<file path="src/rtl/rtc_field_editor.sv">
// Button-driven editor for RTC/timer register fields: selects a field, walks it with
// Next/Prev/OK, and issues Inc/Dec/WE strobes with auto-repeat and an inactivity abort.
module rtc_field_editor #(
    parameter int NUM_GROUPS       = 3,
    parameter int FIELDS_PER_GROUP = 3,
    parameter int ADDR_W           = 4,
    parameter int REPEAT_DELAY     = 8,
    parameter int REPEAT_RATE      = 4,
    parameter int TIMEOUT_CYCLES   = 64,
    localparam int NF = NUM_GROUPS * FIELDS_PER_GROUP,
    localparam int GW = (NUM_GROUPS > 1) ? $clog2(NUM_GROUPS) : 1,
    localparam int FW = (FIELDS_PER_GROUP > 1) ? $clog2(FIELDS_PER_GROUP) : 1
) (
    input  logic                  Clock,
    input  logic                  Reset,
    input  logic [NUM_GROUPS-1:0] Grp_Sel,
    input  logic                  Init,
    input  logic                  Up,
    input  logic                  Down,
    input  logic                  Next,
    input  logic                  Prev,
    input  logic                  OK,
    output logic                  Inc,
    output logic                  Dec,
    output logic                  WE,
    output logic [ADDR_W-1:0]     Addr,
    output logic [NF-1:0]         Field_En,
    output logic [GW-1:0]         Group_Idx,
    output logic [FW-1:0]         Field_Idx,
    output logic                  Busy,
    output logic                  Done,
    output logic                  Abort
);
    localparam int RW = $clog2(REPEAT_DELAY + 1);
    localparam int TW = $clog2(TIMEOUT_CYCLES + 1);
    localparam logic [RW-1:0] REP_FIRST  = RW'(1);
    localparam logic [RW-1:0] REP_FIRE   = RW'(REPEAT_DELAY);
    localparam logic [RW-1:0] REP_RELOAD = RW'(REPEAT_DELAY - REPEAT_RATE + 1);
    localparam logic [TW-1:0] TO_LAST    = TW'(TIMEOUT_CYCLES - 1);
    localparam logic [GW-1:0] G_LAST     = GW'(NUM_GROUPS - 1);
    localparam logic [FW-1:0] F_LAST     = FW'(FIELDS_PER_GROUP - 1);
    localparam int B_UP = 4, B_DN = 3, B_NX = 2, B_PV = 1, B_OK = 0;

    typedef enum logic [1:0] {IDLE = 2'd0, EDIT = 2'd1, INIT = 2'd2} state_t;

    state_t            state_q, state_d;
    logic [4:0]        btn_q, btn_lvl, btn_edge;
    logic              any_edge;
    logic [GW-1:0]     g_q, g_d, g_n, nxt_g, prv_g, sel_g;
    logic [FW-1:0]     f_q, f_d, f_n, nxt_f, prv_f;
    logic              sel_hit;
    logic [RW-1:0]     up_cnt_q, up_cnt_d, up_cnt_n, dn_cnt_q, dn_cnt_d, dn_cnt_n;
    logic              rep_up, rep_dn;
    logic [TW-1:0]     to_q, to_d;
    logic              inc_d, dec_d, done_d, abort_d;
    logic [ADDR_W-1:0] addr_d;
    logic [NF-1:0]     fen_d;
    logic              inc_q, dec_q, done_q, abort_q, busy_q;
    logic [ADDR_W-1:0] addr_q;
    logic [NF-1:0]     fen_q;

    assign btn_lvl  = {Up, Down, Next, Prev, OK};
    assign btn_edge = btn_lvl & ~btn_q;
    assign any_edge = |btn_edge;

    // Lowest-index group request and wrap-around neighbours of the current field.
    always_comb begin
        sel_hit = 1'b0;
        sel_g   = GW'(0);
        for (int i = NUM_GROUPS - 1; i >= 0; i--) begin
            if (Grp_Sel[i]) begin
                sel_hit = 1'b1;
                sel_g   = GW'(i);
            end else begin
                sel_hit = sel_hit;
                sel_g   = sel_g;
            end
        end
        nxt_g = g_q;
        prv_g = g_q;
        // Only the Init walk crosses group boundaries.
        if (f_q == F_LAST) begin
            nxt_f = FW'(0);
            if (state_q == INIT) nxt_g = (g_q == G_LAST) ? GW'(0) : g_q + GW'(1);
            else                 nxt_g = g_q;
        end else begin
            nxt_f = f_q + FW'(1);
        end
        if (f_q == FW'(0)) begin
            prv_f = F_LAST;
            if (state_q == INIT) prv_g = (g_q == GW'(0)) ? G_LAST : g_q - GW'(1);
            else                 prv_g = g_q;
        end else begin
            prv_f = f_q - FW'(1);
        end
    end

    // Auto-repeat hold counters: zero means no run started by an edge; Up beats Down.
    always_comb begin
        rep_up   = 1'b0;
        rep_dn   = 1'b0;
        up_cnt_n = RW'(0);
        dn_cnt_n = RW'(0);
        if (Up) begin
            if (btn_edge[B_UP]) begin
                rep_up   = 1'b1;
                up_cnt_n = REP_FIRST;
            end else if (up_cnt_q == RW'(0)) begin
                up_cnt_n = RW'(0);
            end else if (up_cnt_q == REP_FIRE) begin
                rep_up   = 1'b1;
                up_cnt_n = REP_RELOAD;
            end else begin
                up_cnt_n = up_cnt_q + RW'(1);
            end
        end else if (Down) begin
            if (btn_edge[B_DN]) begin
                rep_dn   = 1'b1;
                dn_cnt_n = REP_FIRST;
            end else if (dn_cnt_q == RW'(0)) begin
                dn_cnt_n = RW'(0);
            end else if (dn_cnt_q == REP_FIRE) begin
                rep_dn   = 1'b1;
                dn_cnt_n = REP_RELOAD;
            end else begin
                dn_cnt_n = dn_cnt_q + RW'(1);
            end
        end else begin
            up_cnt_n = RW'(0);
            dn_cnt_n = RW'(0);
        end
    end

    // Next-state and next-output decode; one action per cycle.
    always_comb begin
        state_d  = state_q;
        g_n      = g_q;
        f_n      = f_q;
        to_d     = TW'(0);
        up_cnt_d = RW'(0);
        dn_cnt_d = RW'(0);
        inc_d    = 1'b0;
        dec_d    = 1'b0;
        done_d   = 1'b0;
        abort_d  = 1'b0;
        case (state_q)
            IDLE: begin
                g_n = GW'(0);
                f_n = FW'(0);
                if (Init) begin
                    state_d = INIT;
                end else if (sel_hit) begin
                    state_d = EDIT;
                    g_n     = sel_g;
                end else begin
                    state_d = IDLE;
                end
            end
            EDIT, INIT: begin
                up_cnt_d = up_cnt_n;
                dn_cnt_d = dn_cnt_n;
                to_d     = any_edge ? TW'(0) : to_q + TW'(1);
                if (!any_edge && (to_q == TO_LAST)) begin
                    abort_d = 1'b1;
                    state_d = IDLE;
                end else if (btn_edge[B_OK]) begin
                    if ((state_q == EDIT) || ((g_q == G_LAST) && (f_q == F_LAST))) begin
                        done_d  = 1'b1;
                        state_d = IDLE;
                    end else begin
                        g_n = nxt_g;
                        f_n = nxt_f;
                    end
                end else if (btn_edge[B_NX]) begin
                    g_n = nxt_g;
                    f_n = nxt_f;
                end else if (btn_edge[B_PV]) begin
                    g_n = prv_g;
                    f_n = prv_f;
                end else begin
                    inc_d = rep_up;
                    dec_d = rep_dn;
                end
            end
            default: state_d = IDLE;
        endcase
        g_d    = (state_d == IDLE) ? GW'(0) : g_n;
        f_d    = (state_d == IDLE) ? FW'(0) : f_n;
        addr_d = (state_d == IDLE) ? ADDR_W'(NF)
                                   : ADDR_W'(g_d) * ADDR_W'(FIELDS_PER_GROUP) + ADDR_W'(f_d);
        fen_d  = (state_d == IDLE) ? NF'(0) : (NF'(1) << addr_d);
    end

    // State and output registers; button history reloads even in reset.
    always_ff @(posedge Clock) begin
        btn_q <= btn_lvl;
        if (Reset) begin
            state_q  <= IDLE;
            g_q      <= GW'(0);
            f_q      <= FW'(0);
            up_cnt_q <= RW'(0);
            dn_cnt_q <= RW'(0);
            to_q     <= TW'(0);
            inc_q    <= 1'b0;
            dec_q    <= 1'b0;
            done_q   <= 1'b0;
            abort_q  <= 1'b0;
            busy_q   <= 1'b0;
            addr_q   <= ADDR_W'(NF);
            fen_q    <= NF'(0);
        end else begin
            state_q  <= state_d;
            g_q      <= g_d;
            f_q      <= f_d;
            up_cnt_q <= up_cnt_d;
            dn_cnt_q <= dn_cnt_d;
            to_q     <= to_d;
            inc_q    <= inc_d;
            dec_q    <= dec_d;
            done_q   <= done_d;
            abort_q  <= abort_d;
            busy_q   <= (state_d != IDLE);
            addr_q   <= addr_d;
            fen_q    <= fen_d;
        end
    end

    assign Inc       = inc_q;
    assign Dec       = dec_q;
    assign WE        = inc_q | dec_q;
    assign Addr      = addr_q;
    assign Field_En  = fen_q;
    assign Group_Idx = g_q;
    assign Field_Idx = f_q;
    assign Busy      = busy_q;
    assign Done      = done_q;
    assign Abort     = abort_q;
endmodule

</file>
<file path="config.mk">
export PLATFORM = sky130hd
export DESIGN_NAME = rtc_field_editor
export DESIGN_NICKNAME = d
export VERILOG_FILES = /design/src/rtl/rtc_field_editor.sv
export SDC_FILE = /design/constraint.sdc
export NUM_CORES = 1
export LEC_CHECK = 0
export BUFFER_PORTS_ARGS = -buffer_cell sky130_fd_sc_hd__buf_2
export CAP_MARGIN = 20
export CORE_UTILIZATION = 45
export CTS_BUF_LIST = sky130_fd_sc_hd__clkbuf_16
export DETAILED_ROUTE_END_ITERATION = 7
export PLACE_DENSITY = 0.66
export SYNTH_ARGS = -nofsm -noshare
export SYNTH_HDL_FRONTEND = slang
export SYNTH_SLANG_ARGS = --single-unit
</file>
<file path="constraint.sdc">
create_clock -name Clock -period 5.8 [get_ports Clock]
set_clock_uncertainty 0.15 [all_clocks]
set_input_delay 0.29 -clock Clock [delete_from_list [all_inputs] [get_ports Clock]]
set_output_delay 0.29 -clock Clock [all_outputs]
set_load 0.005 [all_outputs]
</file>
Word level (Yosys, flattened, before mapping)
Index checks and enable logic that the tools add are counted.
- add/sub/neg operators: 8
- multiply operators: 1
- equal/unequal tests: 7
- shift-type cells: 1
- muxes and demuxes: 51
- bitwise logic cells: 7
- reduce and logical (&&, ||, !) cells: 25
- operator list (operator ; count):
    2-to-1 mux 2 bit ; 29
    OR reduction 7 bit ; 3
    2-to-1 mux 1 bit ; 16
    one-hot mux 2 bit (2 select lines) ; 3
    OR reduction 6 bit ; 2
    OR reduction 5 bit ; 2
    << shifter 1 x 4 -> 9 bit (first input constant) ; 1
    adder 4 x 1 -> 4 bit (second input constant) ; 2
    equality test 4 bit (second input constant) ; 2
    logical NOT 2 bit ; 4
    logical NOT 4 bit ; 2
    OR reduction 4 bit ; 2
    OR reduction 8 bit ; 1
    adder 7 x 1 -> 7 bit (second input constant) ; 1
    equality test 7 x 6 -> 1 bit (second input constant) ; 1
    equality test 2 bit (second input constant) ; 3
    2-to-1 mux 3 bit ; 2
    OR reduction 2 bit ; 3
    bitwise AND 5 bit ; 1
    NOT 5 bit ; 1
    adder 2 x 1 -> 2 bit (second input constant) ; 2
    adder 4 x 2 -> 4 bit ; 1
    multiplier 2 x 2 -> 4 bit (second input constant) ; 1
    2-to-1 mux 4 bit ; 1
    9 further kinds ; 14
- register bits after elaboration: 44
- output and inout port bits: 23
- word-level logic and storage cells: 118

Depth between registers and ports, before layout
- depth in word-level cells: 14
- gate-level depth with buffers: 12
- gate-level depth less buffers: 12

Least setup slack after synthesis
No wires, ideal clock.
- path kind: register -> register
- from: reg f_q[0], in the netlist Field_Idx[0]
- to: reg fen_q[5], in the netlist Field_En[5]
- library setup time: 0.078 ns
- arrival: 3.325 ns
- data required time: 5.572 ns
- path slack: 2.248 ns
- cell stages (with the launch flop): 13
- cells stage by stage: dfxtp_1 > inv_1 > ha_1 > a21oi_1 > nor2_1 > or4_1 > o2111a_1 > nor2_1 > fa_1 > ha_1 > fa_1 > nand2b_1 > nor3_1
- longest elaborated chain between the ends: 13
- RTL lines (what ; line ; text):
    start: declaration ; 50 ; logic [FW-1:0] f_q, f_d, f_n, nxt_f, prv_f;
    start signal: assignment ; 200 ; f_q <= FW'(0);
    start signal: assignment ; 214 ; f_q <= f_d;
    equality test 2 bit ; 82, 167 ;
    logical AND 1 bit ; 167 ; if ((state_q == EDIT) || ((g_q == G_LAST) && (f_q == F_LAST))) begin
    logical OR 1 bit ; 167 ;
    2-to-1 mux 2 bit ; 167 ;
    2-to-1 mux 2 bit ; 166 ; end else if (btn_edge[B_OK]) begin
    2-to-1 mux 2 bit ; 163 ; if (!any_edge && (to_q == TO_LAST)) begin
    one-hot mux 2 bit (2 select lines) ; 146 ; case (state_q)
    logical NOT 2 bit ; 187 ; g_d = (state_d == IDLE) ? GW'(0) : g_n;
    2-to-1 mux 2 bit (*) ; 187 ;
    via g_d[1] ; 49 ; logic [GW-1:0] g_q, g_d, g_n, nxt_g, prv_g, sel_g;
    multiplier 2 x 2 -> 4 bit (*) ; 190 ; : ADDR_W'(g_d) * ADDR_W'(FIELDS_PER_GROUP) + ADDR_W'(f_d);
    adder 4 x 2 -> 4 bit (*) ; 190 ;
    2-to-1 mux 4 bit (*) ; 189 ; addr_d = (state_d == IDLE) ? ADDR_W'(NF)
    << shifter 1 x 4 -> 9 bit (*) ; 191 ; fen_d = (state_d == IDLE) ? NF'(0) : (NF'(1) << addr_d);
    end signal: assignment ; 224 ; fen_q <= fen_d;
    end: declaration ; 60 ; logic [NF-1:0] fen_q;
The timed path passes the listed nets; every way through them passes the cells marked *.
A chain may end at the register's enable or synchronous reset.

Worst setup path after layout
- from: in OK
- to: reg fen_q[5], in the netlist Field_En[5]
- longest elaborated chain between the ends: 12
- RTL lines (what ; line ; text):
    start: declaration ; 22 ; input logic OK,
    bitwise AND 5 bit (*) ; 63 ; assign btn_edge = btn_lvl & ~btn_q;
    OR reduction 5 bit ; 64 ; assign any_edge = |btn_edge;
    logical NOT 1 bit ; 163 ;
    logical AND 1 bit ; 163 ;
    2-to-1 mux 2 bit ; 163 ;
    one-hot mux 2 bit (2 select lines) ; 146 ;
    logical NOT 2 bit ; 187 ;
    2-to-1 mux 2 bit (*) ; 187 ;
    via g_d[0] ; 49 ;
    multiplier 2 x 2 -> 4 bit (*) ; 190 ;
    adder 4 x 2 -> 4 bit (*) ; 190 ;
    2-to-1 mux 4 bit (*) ; 189 ;
    << shifter 1 x 4 -> 9 bit (*) ; 191 ;
Marked as above.

==> results.ini <==
[status]
outcome = completed

[placement]
io_buffers = 33
dpl_worst_slack_ns = 1.97
hpwl_um = 2830
gp_congestion = 0.856

[pwr]
power_density_nw_per_um2 = 295
leakage_uw = 0.00102
ir_drop_v = 0.000153

[worst_setup_path]
endpoint_kind = flip-flop
cpPeakStageDelay_ns = 0.61
rrSetupSlack_ns = 1.95
required_ns = 5.86
r2r_start = Field_Idx[0]
worstRegToRegCells = 12
r2r-end = Field_En[5]
slowest_stage = fa_1
cp.arrival_ns = 3.91
crit_type = in2reg
worstPathCellList = dlygate4sd3_1 -> buf_2 -> nor2b_4 -> or4b_4 -> a21oi_2 -> o2111ai_1 -> a21oi_1 -> fa_1 -> ha_1 -> fa_1 -> nand2b_1 -> nor3_1
critical-path-top-delay-family = adder cells
path_buf_inv = 2
critPathMaxFanout = 6
cp_common_cell = fa_1
start_kind = primary input

[synthesis]
synth-xor-area-share = 0.0253
ys_ff_latch = 44
netlist_instances = 212
syn_area_per_cell_um2 = 9.80
synth_area_um2 = 2080
synth-compound-area-share = 0.128
synth-adder-area-share = 0.128
ys.flop_type = dfxtp_1
synthMuxAreaShare = 0.00482
async_reset_ff_frac = 0
yosys.area_share.simple = 0.256
synth_warnings = 0
ys_types = 51
synth_top_family_by_area = simple AND/OR/NAND/NOR gates
ys_seq_area_frac = 0.424
synth_edf_count = 0
syn_nets = 243

[global_route]
gr-total-overflow = 0
grt_pass1_vias = 1544
antenna_found_initial = 0
grt_max_degree = 16
grt_pass1_wl_um = 6670
grtUsageTotal = 0.173

[final_layout]
layout_common_cells = 44 x dfxtp_1, 33 x buf_2, 20 x nor2_1
drive_gt1_frac = 0.211
final_common_cell = dfxtp_1
finalNetCount = 286
diodes = 0
area_delta_synth_final_pct = 20.7
utilization = 0.572

[route]
ant_nets = 0
wl_um = 3810
wire_per_inst_um = 12.4
vias_per_cell = 5.12
drt_iter0_markers = 64
first_pass_iters = 4
route.vias.total = 1578
drc = 0

[clock_network]
cts_made_buffers = 5
post_cts_resized = 0
cts_tree = yes
clk_pin_slew_worst_paths_ns = 0.06
clock_path_buffers = 2
clock-root-buffer = clkbuf_16
cts_max_level = 2
insertion_delay_ns = 0.28
clock_sinks = 44

[floorplan]
die_w_um = 70.0
start_util = 0.474
die-area_um2 = 4890
chipHeight_um = 70.0
core_area_um2 = 4380
pin_count = 34
rows = 24

[sta]
relSlewSlack = 0.677
worst_pin_slew_ns = 0.479
setup_violations = 0
period_share = 0.665
hold_ws_ns = 0.0195
finalSetupTns_ns = 0
hold_viol_final = 0
min_period_ns = 3.86
setup_ws_ns = 1.94
rsz0062_at_grt = false
fmax_ghz = 0.259
maxSlewViolCount = 0

[job]
cap_violations = 0

[worst_hold_path]
holdPathEnd = btn_q[4]
holdCritStartpoint = Up
min_path_type = in2reg
whs_path_depth = 1

power by group:
part | switching, µW | internal [µW]
combinational | 56.6 | 40.0
clock | 118 | 205
sequential | 6.46 | 314
metrics by stage:
stage,instances,area (µm²),total power (µW)
2_1_floorplan,212,2080,394
3_3_place_gp,296,2300,422
3_5_place_dp,296,2300,422
4_1_cts,308,2510,749
5_1_grt,308,2510,779
6_report,308,2510,740
synth_stat cells, types with 2 or more instances:
library cell  instances  area [µm²]
a211oi_1              4        30.0
a21oi_1              10        50.1
a31oi_1               3        18.8
and2_1                3        18.8
dfxtp_1              44         881
fa_1                  2        40.0
ha_1                 18         225
inv_1                15        56.3
nand2_1              12        45.0
nand2b_1              9        56.3
nand3_1               5        25.0
nor2_1               20        75.1
nor2b_1               8        50.1
nor2b_4               2        27.5
nor3_1                7        35.0
nor3b_1               3        22.5
nor4_1                2        12.5
nor4_2                2        25.0
o21a_1                2        15.0
o21ai_0               5        25.0
or4_1                 2        15.0
xnor2_1               3        26.3
xor2_1                3        26.3
cell type report:
class                   count  area (µm²)
clock inverters             3        46.3
inverters                  16        60.1
well taps                  52        65.1
repair buffers             37         205
multi-input cells         151        1130
flip-flops and latches     44         881
fillers                   390        1880
clock buffers               5         125
state kept, by name, indices dropped and copies added, names as in the netlist, 4 cells and up:
name	cells
dn_cnt_q	4
Addr	4
btn_q	5
to_q	7
up_cnt_q	4
Field_En	9
kinds of logic (layout without fill, tap and decap cells):
logic type	count (synthesis)	in the layout
xor+xnor	6	6
compound gates	36	36
mux	1	1
flops	44	44
fa+ha+maj	20	20
buf+inv	17	61
simple gates	88	88
how the worst max path moves through the flow:
| stage | end | cells past startpoint | startpoint |
|---|---|---|---|
| 3_3_place_gp | Field_En[5] | 12 | Field_Idx[0] |
| 4_1_cts | Field_En[5] | 12 | OK |
| 2_1_floorplan | Field_En[5] | 12 | Field_Idx[0] |
| 3_5_place_dp | Field_En[5] | 12 | Field_Idx[0] |
| 5_1_grt | Field_En[5] | 12 | Field_Idx[0] |
| 6_report | Field_En[5] | 12 | OK |
routing by layer:
layer / GRT usage / part of all wire
met5: 0 / 0
met3: 0.0563 / 0.043
met1: 0.207 / 0.48
met2: 0.293 / 0.47
met4: 0.0533 / 0.0097
what timing repair did:
item | 4_1_cts | 5_1_grt
setup endpoints to repair | 0 | 0
hold endpoints to repair | 4 | 0
buffers inserted | 0 | 0
hold buffers | 4 | 0
(Power assumes the default switching activity.)
